`src/rtl/spectro_mem_pkg.sv`:
```
// Shared spectrogram RAM definitions: width derivation, ring-slot to bank mapping and the
// write-side state encoding. Imported by both the frame writer and the display address mapper.
package spectro_mem_pkg;

  localparam int unsigned NoBanks      = 2;
  localparam int unsigned RamAddrWidth = 12;
  localparam int unsigned NoFfts       = 50;
  localparam int unsigned FftSize      = 256;
  localparam int unsigned DataW        = 4;

  function automatic int unsigned idx_width(input int unsigned no_ffts);
    return $clog2(no_ffts);
  endfunction

  function automatic int unsigned bin_width(input int unsigned fft_size);
    return $clog2(fft_size);
  endfunction

  localparam int unsigned IdxW = idx_width(NoFfts);

  typedef enum logic [1:0] {
    StWrite,
    StSkip,
    StCommit,
    StResync
  } wr_state_t;

  // The MSB of the ring slot picks the bank; the remaining bits form the slot offset in it.
  function automatic logic [NoBanks-1:0] bank_sel(input logic [IdxW-1:0] idx);
    return idx[IdxW-1] ? NoBanks'(2) : NoBanks'(1);
  endfunction

endpackage

```
`src/rtl/ring_idx_counter.sv`:
```
// Modulo-Depth ring index with enable; next_o exposes the value loaded on the next enable.
module ring_idx_counter #(
  parameter int unsigned Depth = 50,
  parameter int unsigned Width = 6
) (
  input  logic             clk,
  input  logic             rst_n,
  input  logic             en_i,
  output logic [Width-1:0] idx_o,
  output logic [Width-1:0] next_o
);

  logic [Width-1:0] idx_q;

  always_comb begin
    next_o = (idx_q == Width'(Depth - 1)) ? '0 : idx_q + 1'b1;
  end

  always_ff @(posedge clk) begin
    if (!rst_n) begin
      idx_q <= '0;
    end else if (en_i) begin
      idx_q <= next_o;
    end
  end

  assign idx_o = idx_q;

endmodule

```
`src/rtl/fft_frame_writer.sv`:
```
// Writes the lower half of each streamed FFT frame into its ring slot and commits it in vblank.
// Optional FFT_FRAME_WRITER_DROP_EN: accept and discard frames arriving while a commit is pending.
module fft_frame_writer
  import spectro_mem_pkg::*;
#(
  parameter int unsigned NO_BANKS       = 2,
  parameter int unsigned RAM_ADDR_WIDTH = 12,
  parameter int unsigned NO_FFTS        = 50,
  parameter int unsigned FFT_SIZE       = 256,
  parameter int unsigned DATA_W         = 4
) (
  input  logic                       clk,
  input  logic                       rst_n,
  input  logic                       s_valid,
  output logic                       s_ready,
  input  logic [DATA_W-1:0]          s_data,
  input  logic                       s_last,
  input  logic                       vblank,
  output logic                       wr_en,
  output logic [NO_BANKS-1:0]        wr_bank_select,
  output logic [RAM_ADDR_WIDTH-1:0]  wr_address,
  output logic [DATA_W-1:0]          wr_data,
  output logic [$clog2(NO_FFTS)-1:0] oldest_fft_idx,
  output logic                       frame_err
`ifdef FFT_FRAME_WRITER_DROP_EN
  ,
  output logic [15:0]                dropped_frames
`endif
);

  localparam int unsigned IDX_W = idx_width(NO_FFTS);
  localparam int unsigned BIN_W = bin_width(FFT_SIZE);
  localparam logic [BIN_W-1:0] HalfBin = BIN_W'(FFT_SIZE / 2);
  localparam logic [BIN_W-1:0] LastBin = BIN_W'(FFT_SIZE - 1);

  wr_state_t state_q, state_d;
  logic [BIN_W-1:0] bin_cnt_q, bin_cnt_d, bin_inc;
  logic [IDX_W-1:0] write_idx, write_idx_next, oldest_q;
  logic             last_bin, issue, err, commit;

  logic                      wr_en_q, frame_err_q;
  logic [NO_BANKS-1:0]       wr_bank_q;
  logic [RAM_ADDR_WIDTH-1:0] wr_addr_q;
  logic [DATA_W-1:0]         wr_data_q;

`ifdef FFT_FRAME_WRITER_DROP_EN
  logic [15:0] dropped_q, dropped_d;
`endif

  ring_idx_counter #(
    .Depth (NO_FFTS),
    .Width (IDX_W)
  ) u_write_idx (
    .clk    (clk),
    .rst_n  (rst_n),
    .en_i   (commit),
    .idx_o  (write_idx),
    .next_o (write_idx_next)
  );

  assign bin_inc  = bin_cnt_q + 1'b1;
  assign last_bin = (bin_cnt_q == LastBin);

  // s_valid is used directly as the accept term: s_ready is constant within each state branch.
  always_comb begin
    state_d   = state_q;
    bin_cnt_d = bin_cnt_q;
    s_ready   = 1'b0;
    issue     = 1'b0;
    err       = 1'b0;
    commit    = 1'b0;
`ifdef FFT_FRAME_WRITER_DROP_EN
    dropped_d = dropped_q;
`endif
    unique case (state_q)
      StWrite, StSkip: begin
        s_ready = 1'b1;
        if (s_valid) begin
          issue = (state_q == StWrite) && (bin_cnt_q < HalfBin);
          err   = (s_last != last_bin);
          if (last_bin) begin
            bin_cnt_d = '0;
            state_d   = s_last ? StCommit : StResync;
          end else if (s_last) begin
            bin_cnt_d = '0;
            state_d   = StWrite;
          end else begin
            bin_cnt_d = bin_inc;
            state_d   = (bin_inc >= HalfBin) ? StSkip : StWrite;
          end
        end
      end
      StCommit: begin
`ifdef FFT_FRAME_WRITER_DROP_EN
        s_ready = 1'b1;
        if (s_valid) begin
          if (s_last) begin
            bin_cnt_d = '0;
            if (dropped_q != 16'hFFFF) dropped_d = dropped_q + 16'd1;
          end else begin
            bin_cnt_d = bin_inc;
          end
        end
`endif
        if (vblank) begin
          commit    = 1'b1;
          bin_cnt_d = '0;
          state_d   = StWrite;
`ifdef FFT_FRAME_WRITER_DROP_EN
          // A frame caught mid-drop is discarded to its end before writing resumes.
          if (s_valid ? !s_last : (bin_cnt_q != '0)) state_d = StResync;
`endif
        end
      end
      StResync: begin
        s_ready = 1'b1;
        if (s_valid && s_last) begin
          bin_cnt_d = '0;
          state_d   = StWrite;
        end
      end
      default: state_d = StWrite;
    endcase
  end

  always_ff @(posedge clk) begin
    if (!rst_n) begin
      state_q     <= StWrite;
      bin_cnt_q   <= '0;
      oldest_q    <= '0;
      wr_en_q     <= 1'b0;
      wr_bank_q   <= '0;
      wr_addr_q   <= '0;
      wr_data_q   <= '0;
      frame_err_q <= 1'b0;
    end else begin
      state_q     <= state_d;
      bin_cnt_q   <= bin_cnt_d;
      wr_en_q     <= issue;
      frame_err_q <= err;
      if (commit) oldest_q <= write_idx_next;
      if (issue) begin
        wr_bank_q <= NO_BANKS'(bank_sel(IdxW'(write_idx)));
        wr_addr_q <= RAM_ADDR_WIDTH'({write_idx[IDX_W-2:0], bin_cnt_q[BIN_W-2:0]});
        wr_data_q <= s_data;
      end
    end
  end

`ifdef FFT_FRAME_WRITER_DROP_EN
  always_ff @(posedge clk) begin
    if (!rst_n) begin
      dropped_q <= '0;
    end else begin
      dropped_q <= dropped_d;
    end
  end

  assign dropped_frames = dropped_q;
`endif

  assign wr_en          = wr_en_q;
  assign wr_bank_select = wr_bank_q;
  assign wr_address     = wr_addr_q;
  assign wr_data        = wr_data_q;
  assign oldest_fft_idx = oldest_q;
  assign frame_err      = frame_err_q;

endmodule

```
`config.mk`:
```
export PLATFORM = sky130hd
export DESIGN_NAME = fft_frame_writer
export DESIGN_NICKNAME = d
export VERILOG_FILES = /design/src/rtl/spectro_mem_pkg.sv /design/src/rtl/ring_idx_counter.sv /design/src/rtl/fft_frame_writer.sv
export SDC_FILE = /design/constraint.sdc
export NUM_CORES = 1
export LEC_CHECK = 0
export CAP_MARGIN = 20
export CORE_MARGIN = 2
export CORE_UTILIZATION = 53
export CTS_BUF_LIST = sky130_fd_sc_hd__clkbuf_4 sky130_fd_sc_hd__clkbuf_8
export DETAILED_ROUTE_END_ITERATION = 10
export MAX_ROUTING_LAYER = met4
export PLACE_DENSITY = 0.81
export RECOVER_POWER = 50
export SETUP_SLACK_MARGIN = 0.2
export SKIP_CTS_REPAIR_TIMING = 1
export SYNTH_ARGS = -nofsm -noshare
export SYNTH_HDL_FRONTEND = slang
export SYNTH_HIERARCHICAL = 1
export SYNTH_SLANG_ARGS = --single-unit
```
`constraint.sdc`:
```
create_clock -name clk -period 2.2 [get_ports clk]
set_input_delay 0.44 -clock clk [delete_from_list [all_inputs] [get_ports clk]]
set_output_delay 0.44 -clock clk [all_outputs]
set_load 0.02 [all_outputs]
```
==> out/metrics.csv, run 1 <==
stage;metric;value;unit
logic_synthesis;Yosys warnings;6;
setup_path;crit path launch type;input port;
die;die area;0.00406;mm^2
logic_synthesis;syn avg cell area;8.18;um^2
sta;worst slew pin tran;0.604;ns
setup_path;crit path DAT;2.21;ns
power_and_ir_drop;P_leak;0.000819;uW
placement;Post-DP Area;0.00231;mm^2
global_route;largest net degree at the start of global routing;20;
sta;Rel. slew slack;59.7;%
sta;final cycle utilization of the critical path;89.2;%
setup_path;Worst setup EP type;flop;
clock_tree;H-tree Lvls;2;
die;Placeable Area;0.00339;mm^2
drt;total number of vias;1755;
global_route;total track usage;22.3;%
power_and_ir_drop;Pwr Total;1290;uW
sta;Final Critical Period;1.96;ns
sta;achievable frequency;0.510;GHz
final_layout;diodes inserted;0;
sta;final setup vio count;0;
placement;RePlAce Congestion;0.868;
logic_synthesis;Synth Register Bits;42;
clock_tree;clock buffer depth;2;
power_and_ir_drop;maximum VDD drop;0.280;mV
die;initial cell density of the core;55.7;%
clock_tree;CTS tree;done;
clock_tree;TritonCTS Buffers;5;
global_route;first-pass GRT wire length;6970;um
drt;DRT iter0 DRCs;141;
setup_path;Req. time, crit path;2.45;ns
setup_path;worst-path maximum fanout;10;
clock_tree;clk sinks;42;
logic_synthesis;synth unique cells;40;
global_route;initial antenna violation count;0;
logic_synthesis;largest area contributor in the netlist;dfxtp_1;
die;Die Wd;63.7;um
sta;fin. max-slew vios;0;
logic_synthesis;mapped cell area;0.00189;mm^2
sta;setup_tns;0;ns
final_layout;design area;0.00236;mm^2
power_and_ir_drop;PwrDens;546;mW/mm^2
logic_synthesis;Syn Nets;243;
placement;hpwl dp;2800;um
drt;Via density;5.47;
hold_path;Hold Crit Class;reg2reg;
logic_synthesis;Syn Inst Count;231;
global_route;number of global-route vias before repair;1565;
sta;final hold vios;0;
drt;WL per Instance;12.6;um
final_layout;final net count;286;
outcome;status;complete, no violations;
final_layout;post-layout util;69.6;%
final_layout;# fillers;282;
logic_synthesis;post-synthesis sequential area ratio;44.5;%
final_layout;Register Area;843;um^2
die;# rows;21;
clock_tree;Clock Tree Root;clkbuf_4;
sta;RSZ-0062 raised after global routing;no;
drt;final wirelength;4030;um
die;Ports;36;
logic_synthesis;post-synth top area share;44.5;%
clock_tree;CTS clk-pin slew, worst paths;0.13;ns
placement;Buffers on Ports;35;
final_layout;P&R area growth vs syn;24.8;%
drt;DRT antenna net count;0;
logic_synthesis;synth top area cells;dfxtp_1 (45%), nand2_1 (13%), a21oi_1 (8.2%), nand3_1 (2.4%), o21ai_0 (2.4%);
flow_run;maxcap violations;0;
drt;Pre-antenna DRT Iters;4;
global_route;grt total ovfl;0;
drt;DRC Markers;0;
final_layout;layout cells sized above 1;8.73;%
sta;post-route clock skew;0.00613;ns
final_layout;Multi-input gate area;960;um^2
clock_tree;Clock Latency Late Sink;0.34;ns
setup_path;Crit Path Category;in2reg;
die;DIE HEIGHT;63.7;um
==> Yosys cell counts <==
cell type / count
nor4_1: 1
nand3b_4: 1
ha_1: 3
buf_2: 4
nand4_1: 2
o22ai_1: 3
a21oi_1: 31
and4_4: 1
or2_2: 2
nor3b_4: 1
o31ai_1: 3
mux2i_1: 2
nand3_1: 9
xnor2_1: 4
or4b_1: 1
nand2b_1: 2
xor2_1: 1
nand3b_1: 3
and3b_1: 1
o21a_1: 1
o211ai_1: 2
o21ai_0: 9
bufbuf_8: 1
nand2_1: 64
inv_1: 5
dlygate4sd1_1: 1
o41ai_1: 1
a311oi_4: 1
and2_1: 3
nor3_2: 1
or3_1: 3
nand4b_1: 1
a21boi_0: 1
nand3b_2: 1
nor2_1: 9
clkbuf_1: 3
dfxtp_1: 42
nor3_1: 4
and2_4: 1
a31oi_1: 2
==> metrics by stage <==
| stage | cells | hold slack [ns] | worst slack [ns] |
|---|---|---|---|
| global route | 321 | 0.487 | 0.114 |
| CTS | 321 | 0.463 | 0.222 |
| finish | 321 | 0.462 | 0.239 |
| floorplan | 231 | 0.429 | 0.384 |
| detailed placement | 313 | 0.446 | 0.212 |
| global placement | 313 | 0.441 | 0.253 |
==> state kept, by name (all words and copies together), names as in the netlist <==
name               flops
state_q                2
wr_bank_select         2
u_write_idx/idx_o      6
wr_address            12
wr_data                4
bin_cnt_q              8
oldest_fft_idx         6
wr_en                  1
frame_err              1
==> placed cells by master (no fill, tap or decap), types with 2 or more instances in the layout <==
master	n
clkbuf_4	5
nand4_1	2
or2_2	2
dfxtp_1	40
ha_1	3
nor3_1	5
mux2i_1	2
nand2_1	64
nor2_1	9
nand2b_1	2
a31oi_1	2
o31ai_1	3
nand3_1	9
clkdlybuf4s50_1	33
or3_1	3
dlygate4sd3_1	2
nand3b_1	4
dfxtp_2	2
o21ai_0	9
xnor2_1	4
clkbuf_1	2
buf_4	7
and2_0	3
o211ai_1	2
o22ai_1	3
inv_1	5
a21oi_1	31
==> cell families (layout without fill, tap and decap cells) <==
kind of cell	Yosys count	after routing	synth area share [%]
buf+inv	14	58	4.11
xor+xnor	5	5	2.32
flops	42	42	44.5
mux	2	2	1.06
simple gates	111	111	29.1
fa+ha+maj	3	3	1.99
compound gates	54	54	16.9
==> routing by layer <==
layer | vias up | track usage [%] | routed length (um)
met2 | 63 | 33.7 | 1810
met4 | 0 | 10.3 | 52
met1 | 802 | 28.4 | 1940
li1 | 885 | - | -
met5 | - | - | 0
met3 | 5 | 4.82 | 230
==> cell type report <==
| type | instances | share of cell area (%) |
|---|---|---|
| sequential | 42 | 35.8 |
| clock inverter | 2 | 0.531 |
| multi-input combinational | 175 | 40.7 |
| clock buffer | 6 | 2.18 |
| timing repair buffer | 45 | 17.6 |
| inverter | 5 | 0.796 |
| tap | 46 | 2.44 |
==> final timing paths <==
kind	startpoint	end	slack [ns]	cells after the start
min reg2reg	wr_data[0]	wr_data[0]	0.46	2
min	wr_data[0]	wr_data[0]	0.46	2
max	vblank	u_write_idx/idx_o[4]	0.24	6
max reg2reg	bin_cnt_q[0]	bin_cnt_q[5]	0.26	5
==> report_power, final <==
part	switching (uW)	internal (uW)	total, uW	leakage, uW
Combinational	57.7	44.4	102	0.000444
Sequential	5.71	770	775	0.000341
Clock	256	154	410	0.0000343
Total	320	968	1290	0.000819
==> critical path: stages <==
cell,delay [ns]
dlygate4sd3_1,0.52
nand3b_1,0.28
inv_1,0.23
clkbuf_1,0.32
nand2_1,0.16
o41ai_1,0.26
Power figures use the tool's default switching activity.
==> run 2: changes to the inputs <==
--- a/config.mk
+++ b/config.mk
@@ -15,6 +15,7 @@
 export RECOVER_POWER = 50
 export SETUP_SLACK_MARGIN = 0.2
 export SKIP_CTS_REPAIR_TIMING = 1
+export SLEW_MARGIN = 30
 export SYNTH_ARGS = -nofsm -noshare
 export SYNTH_HDL_FRONTEND = slang
 export SYNTH_HIERARCHICAL = 1
==> results of run 2 <==
The final DEF is identical to that of run 1; final timing and power are the same.
==> run 3: changes to the inputs <==
--- a/config.mk
+++ b/config.mk
@@ -6,9 +6,10 @@
 export NUM_CORES = 1
 export LEC_CHECK = 0
 export CAP_MARGIN = 20
+export CORE_ASPECT_RATIO = 1.1
 export CORE_MARGIN = 2
 export CORE_UTILIZATION = 53
-export CTS_BUF_LIST = sky130_fd_sc_hd__clkbuf_4 sky130_fd_sc_hd__clkbuf_8
+export CTS_BUF_LIST = sky130_fd_sc_hd__clkbuf_8
 export DETAILED_ROUTE_END_ITERATION = 10
 export MAX_ROUTING_LAYER = met4
 export PLACE_DENSITY = 0.81
==> out/metrics.csv, run 3 (synthesis results as in run 1) <==
stage;metric;value;unit;change
placement;Buffers on Ports;35;;unchanged
die;Ports;36;;unchanged
global_route;total track usage;23.7;%;+1.4 points
global_route;number of global-route vias before repair;1561;;-0.26%
clock_tree;CTS tree;done;;
die;die area;0.00406;mm^2;about the same
drt;Via density;5.36;;-1.9%
final_layout;max FFs per register;12;;unchanged
clock_tree;TritonCTS Buffers;5;;unchanged
clock_tree;clk sinks;42;;unchanged
sta;final hold slack;0.453;ns;-0.00980 ns
setup_path;Worst setup EP type;flop;;
placement;Post-DP Area;0.00232;mm^2;+0.43%
global_route;GR met2 Demand/Resource;38.0;%;+4.4 points
placement;hpwl dp;2920;um;+4.1%
drt;WL per Instance;12.7;um;+1.1%
setup_path;crit path cell chain;dlygate4sd3_1, nand3b_1, inv_1, clkbuf_1, o211ai_1, and3b_1;;
setup_path;Critical Path Max Stage Delay;0.52;ns;about the same
drt;final wirelength;4110;um;+2.0%
die;# rows;22;;+4.8%
outcome;status;complete, no violations;;
die;initial cell density of the core;55.8;%;+0.062 points
global_route;met3 Track Usage GR;5.83;%;+1.0 points
final_layout;diodes inserted;0;;unchanged
clock_tree;clock buffer depth;2;;unchanged
final_layout;post-layout util;71.4;%;+1.8 points
sta;post-route clock skew;0.00615;ns;+0.0000220 ns
sta;final setup vio count;0;;unchanged
drt;DRT antenna net count;0;;unchanged
die;Placeable Area;0.00339;mm^2;-0.11%
sta;fin. max-slew vios;0;;unchanged
final_layout;P&R area growth vs syn;27.9;%;
power_and_ir_drop;PwrDens;610;mW/mm^2;+12%
setup_path;R2R Setup Slk;0.32;ns;+0.06 ns
sta;RSZ-0062 raised after global routing;no;;
final_layout;most frequent cells in the layout;nand2_1 (64), dfxtp_1 (42), a21oi_1 (31), clkdlybuf4s50_1 (31);;
sta;Rel. slew slack;47.7;%;-12 points
clock_tree;CTS clk-pin slew, worst paths;0.08;ns;-0.05 ns
hold_path;Hold Crit Class;reg2reg;;
global_route;met1 usage;29.9;%;+1.5 points
global_route;GRT busiest layer;met2;;
placement;RePlAce Congestion;0.857;;-1.3%
sta;achievable frequency;0.523;GHz;+2.5%
global_route;initial antenna violation count;0;;unchanged
power_and_ir_drop;maximum VDD drop;0.342;mV;+22%
final_layout;commonest non-fill, non-tap cell in the layout;nand2_1;;
drt;DRC Markers;0;;unchanged
die;Die Wd;60.9;um;-4.4%
flow_run;maxcap violations;0;;unchanged
drt;DRT iter0 DRCs;104;;-26%
drt;Pre-antenna DRT Iters;4;;unchanged
setup_path;crit path launch type;input port;;
final_layout;final net count;287;;+0.35%
setup_path;Worst Path Buf+Inv;3;;unchanged
global_route;first-pass GRT wire length;7040;um;+0.99%
final_layout;layout cells sized above 1;8.33;%;-0.39 points
drt;total number of vias;1737;;-1.0%
sta;worst slew pin tran;0.785;ns;+0.180 ns
final_layout;design area;0.00242;mm^2;+2.5%
setup_path;Crit Path Category;in2reg;;
sta;final cycle utilization of the critical path;86.9;%;-2.2 points
setup_path;top cell family by delay on the critical path;buffers and inverters;;
sta;final hold vios;0;;unchanged
clock_tree;H-tree Lvls;2;;unchanged
setup_path;CP max-delay cell;dlygate4sd3_1;;
power_and_ir_drop;P_leak;0.000850;uW;+3.8%
sta;setup_tns;0;ns;unchanged
global_route;largest net degree at the start of global routing;20;;unchanged
clock_tree;Clock Tree Root;clkbuf_8;;
setup_path;Req. time, crit path;2.39;ns;-0.06 ns
die;DIE HEIGHT;66.6;um;+4.6%
clock_tree;Clock Latency Late Sink;0.29;ns;-0.05 ns
setup_path;crit path DAT;2.10;ns;-0.11 ns
sta;Final Critical Period;1.91;ns;-0.0486 ns
setup_path;worst-path maximum fanout;10;;unchanged
global_route;grt total ovfl;0;;unchanged
-- run 3: cell type report --
type / instances / area, um^2
tap: 48 / 60.1
fill: 285 / 968
clock inverter: 3 / 41.3
sequential: 42 / 841
inverter: 5 / 18.8
clock buffer: 5 / 68.8
multi-input combinational: 175 / 965
timing repair buffer: 46 / 423
-- run 3: metrics by stage --
step	setup WS [ns]	instances	total power, uW
2_1_floorplan	0.384	231	842
3_3_place_gp	0.215	316	897
3_5_place_dp	0.197	316	900
4_1_cts	0.294	324	1480
5_1_grt	0.155	324	1530
6_report	0.287	324	1470
-- run 3: final timing paths --
kind / startpoint / endpoint / depth (start not counted)
worst max-delay path: vblank / u_write_idx/idx_o[5] / 6
worst min-delay path: wr_data[0] / wr_data[0] / 2
worst max register to register: bin_cnt_q[0] / bin_cnt_q[5] / 5
worst min register to register: wr_data[0] / wr_data[0] / 2
-- run 3: power breakdown --
group | internal, uW | leakage, uW | switching, uW | total [uW]
Sequential | 769 | 0.000340 | 5.73 | 775
Clock | 334 | 0.0000556 | 262 | 596
Combinational | 45.1 | 0.000455 | 58.6 | 104
-- run 3: routing by layer --
| layer | up-vias | share of wire (%) |
|---|---|---|
| li1 | 886 | - |
| met1 | 796 | 46 |
| met2 | 49 | 49 |
| met3 | 6 | 3.7 |
| met4 | 0 | 1.2 |
| met5 | - | 0 |
-- run 3: worst reg2reg max path, cell delays in order, from the launching register on --
cell and delay (ns):
dfxtp_1 0.37, ha_1 0.27, and2_0 0.25, a311oi_4 0.32, or4b_1 0.45, a31oi_1 0.16
==> RTL change (flow settings as in run 2) <==
Register the output `frame_err` once more, with the module's reset; this adds one clock of latency there. The other outputs are not delayed to match.
--- a/src/rtl/fft_frame_writer.sv
+++ b/src/rtl/fft_frame_writer.sv
@@ -164,7 +164,13 @@
   assign wr_address     = wr_addr_q;
   assign wr_data        = wr_data_q;
   assign oldest_fft_idx = oldest_q;
-  assign frame_err      = frame_err_q;
+  always_ff @(posedge clk) begin
+    if (!rst_n) begin
+      frame_err <= '0;
+    end else begin
+      frame_err <= frame_err_q;
+    end
+  end
 
 endmodule
 
Behaviour: not the same (Yosys sat finds a counterexample within 4 cycles, from zero or initial values and one cycle with rst_n low).
==> RTL change against run 2 <==
Sequential cell count grew 1; wire length fell by 2.8%; cell area increased by 5.0%; area after synthesis rose by 3.0%; critical path depth fell by 4; power is 18% higher; worst setup slack improved by 0.050 ns; critical path type is now reg -> out; critical endpoint is now s_ready; largest power group unchanged.
==> RTL change: results <==
export IMPL_post_drt_wl_per_cell_um=12.52
export IMPL_outcome="finished clean"
export IMPL_required_ns=1.76
export IMPL_grt_max_degree=21
export IMPL_whs_path_depth=1
export IMPL_synth_cell_types=43
export IMPL_drt_total_wl_um=3919
export IMPL_slowest_stage="clkdlybuf4s50_1"
export IMPL_skew_ns=0.004850
export IMPL_clk_insertion_delay_late_ns=0.30
export IMPL_dp_slack_ns=0.2179
export IMPL_reg2regPathDepth=6
export IMPL_slowest_delay_ns=0.59
export IMPL_fill_cells=311
export IMPL_via_per_inst=5.246
export IMPL_syn_num_nets=236
export IMPL_finalNetCount=276
export IMPL_ys_top_cells_by_count="56 x nand2_1, 43 x dfxtp_1, 24 x a21boi_0"
export IMPL_postSynthCellCount=224
export IMPL_place_congestion=0.8962
export IMPL_syn2layout_area_growth_pct=27.33
export IMPL_synthTopCellsByArea="dfxtp_1 44%, nand2_1 11%, a21boi_0 9.3%"
export IMPL_htree_levels=2
export IMPL_yosys_warnings=6
export IMPL_vdd_drop_max_v=0.0003792
export IMPL_antenna_cells=0
export IMPL_cp_max_fo=6
export IMPL_clk_pin_slew_ns=0.08
export IMPL_dpl_hpwl_um=2728
export IMPL_layout_drive_gt1_share=0.08679
export IMPL_root_buffer="clkbuf_8"
export IMPL_grt_total_usage=0.2226
export IMPL_grt_first_pass_wirelength_um=7086
export IMPL_p_leak_nw=0.9266
export IMPL_worst_pin_slew_ns=0.4400
export IMPL_seq_area_frac_synth=0.4424
export IMPL_switching_share=0.2094
==> RTL change: cell count changes in the layout (fill, tap and decap cells not counted), sizes merged, moves of 4 or more <==
cell,delta
a21boi,+24
a21oi,-24
clkdlybuf4s50,-14
dlygate4sd3,+14
nand2,-8
o21ai,-4
==> RTL change: area by class of cell <==
class	instances	area share
multi-input cells	168	0.4126
flip-flops and latches	43	0.3480
repair buffers	43	0.1631
clock buffers	6	0.03333
well taps	48	0.02424
clock inverters	2	0.01414
inverters	3	0.004545
==> RTL change: power groups by stage <==
stage,clock network (mW),logic (mW),registers (mW)
6_report,0.625,0.101,0.795
5_1_grt,0.678,0.111,0.797
4_1_cts,0.641,0.107,0.796
3_5_place_dp,0,0.106,0.814
3_3_place_gp,0,0.104,0.814
2_1_floorplan,0,0.0430,0.823
==> RTL change: cell families after synthesis <==
family | after synthesis | share of synthesized area
DFF | 43 | 0.4424
and+or+nand+nor | 105 | 0.2785
buffers and inverters | 13 | 0.03086
AOI/OAI and AO/OA | 50 | 0.1839
xor gates and xnor gates | 10 | 0.04502
adders and majority gates | 3 | 0.01929
==> RTL change: worst paths after layout <==
check          startpoint            to  slack (ns)
min           frame_err_q     frame_err        0.44
min reg2reg   frame_err_q     frame_err        0.44
max            state_q[0]       s_ready        0.29
max reg2reg  bin_cnt_q[0]  bin_cnt_q[6]        0.47
==> RTL change: critical path: cells and delay by family (launching register included) <==
kind	cells	cell delay, ns
simple gates	1	0.13
buf+inv	1	0.59
flops	1	0.45
==> RTL change: routing by layer <==
metal  vias to the layer above  global-route usage  wire, um
met1                       747              0.2785      1943
met5                         -                   -         0
met4                         0             0.07979        78
met2                        38              0.3542      1763
li1                        849                   -         -
met3                         8             0.05208       133
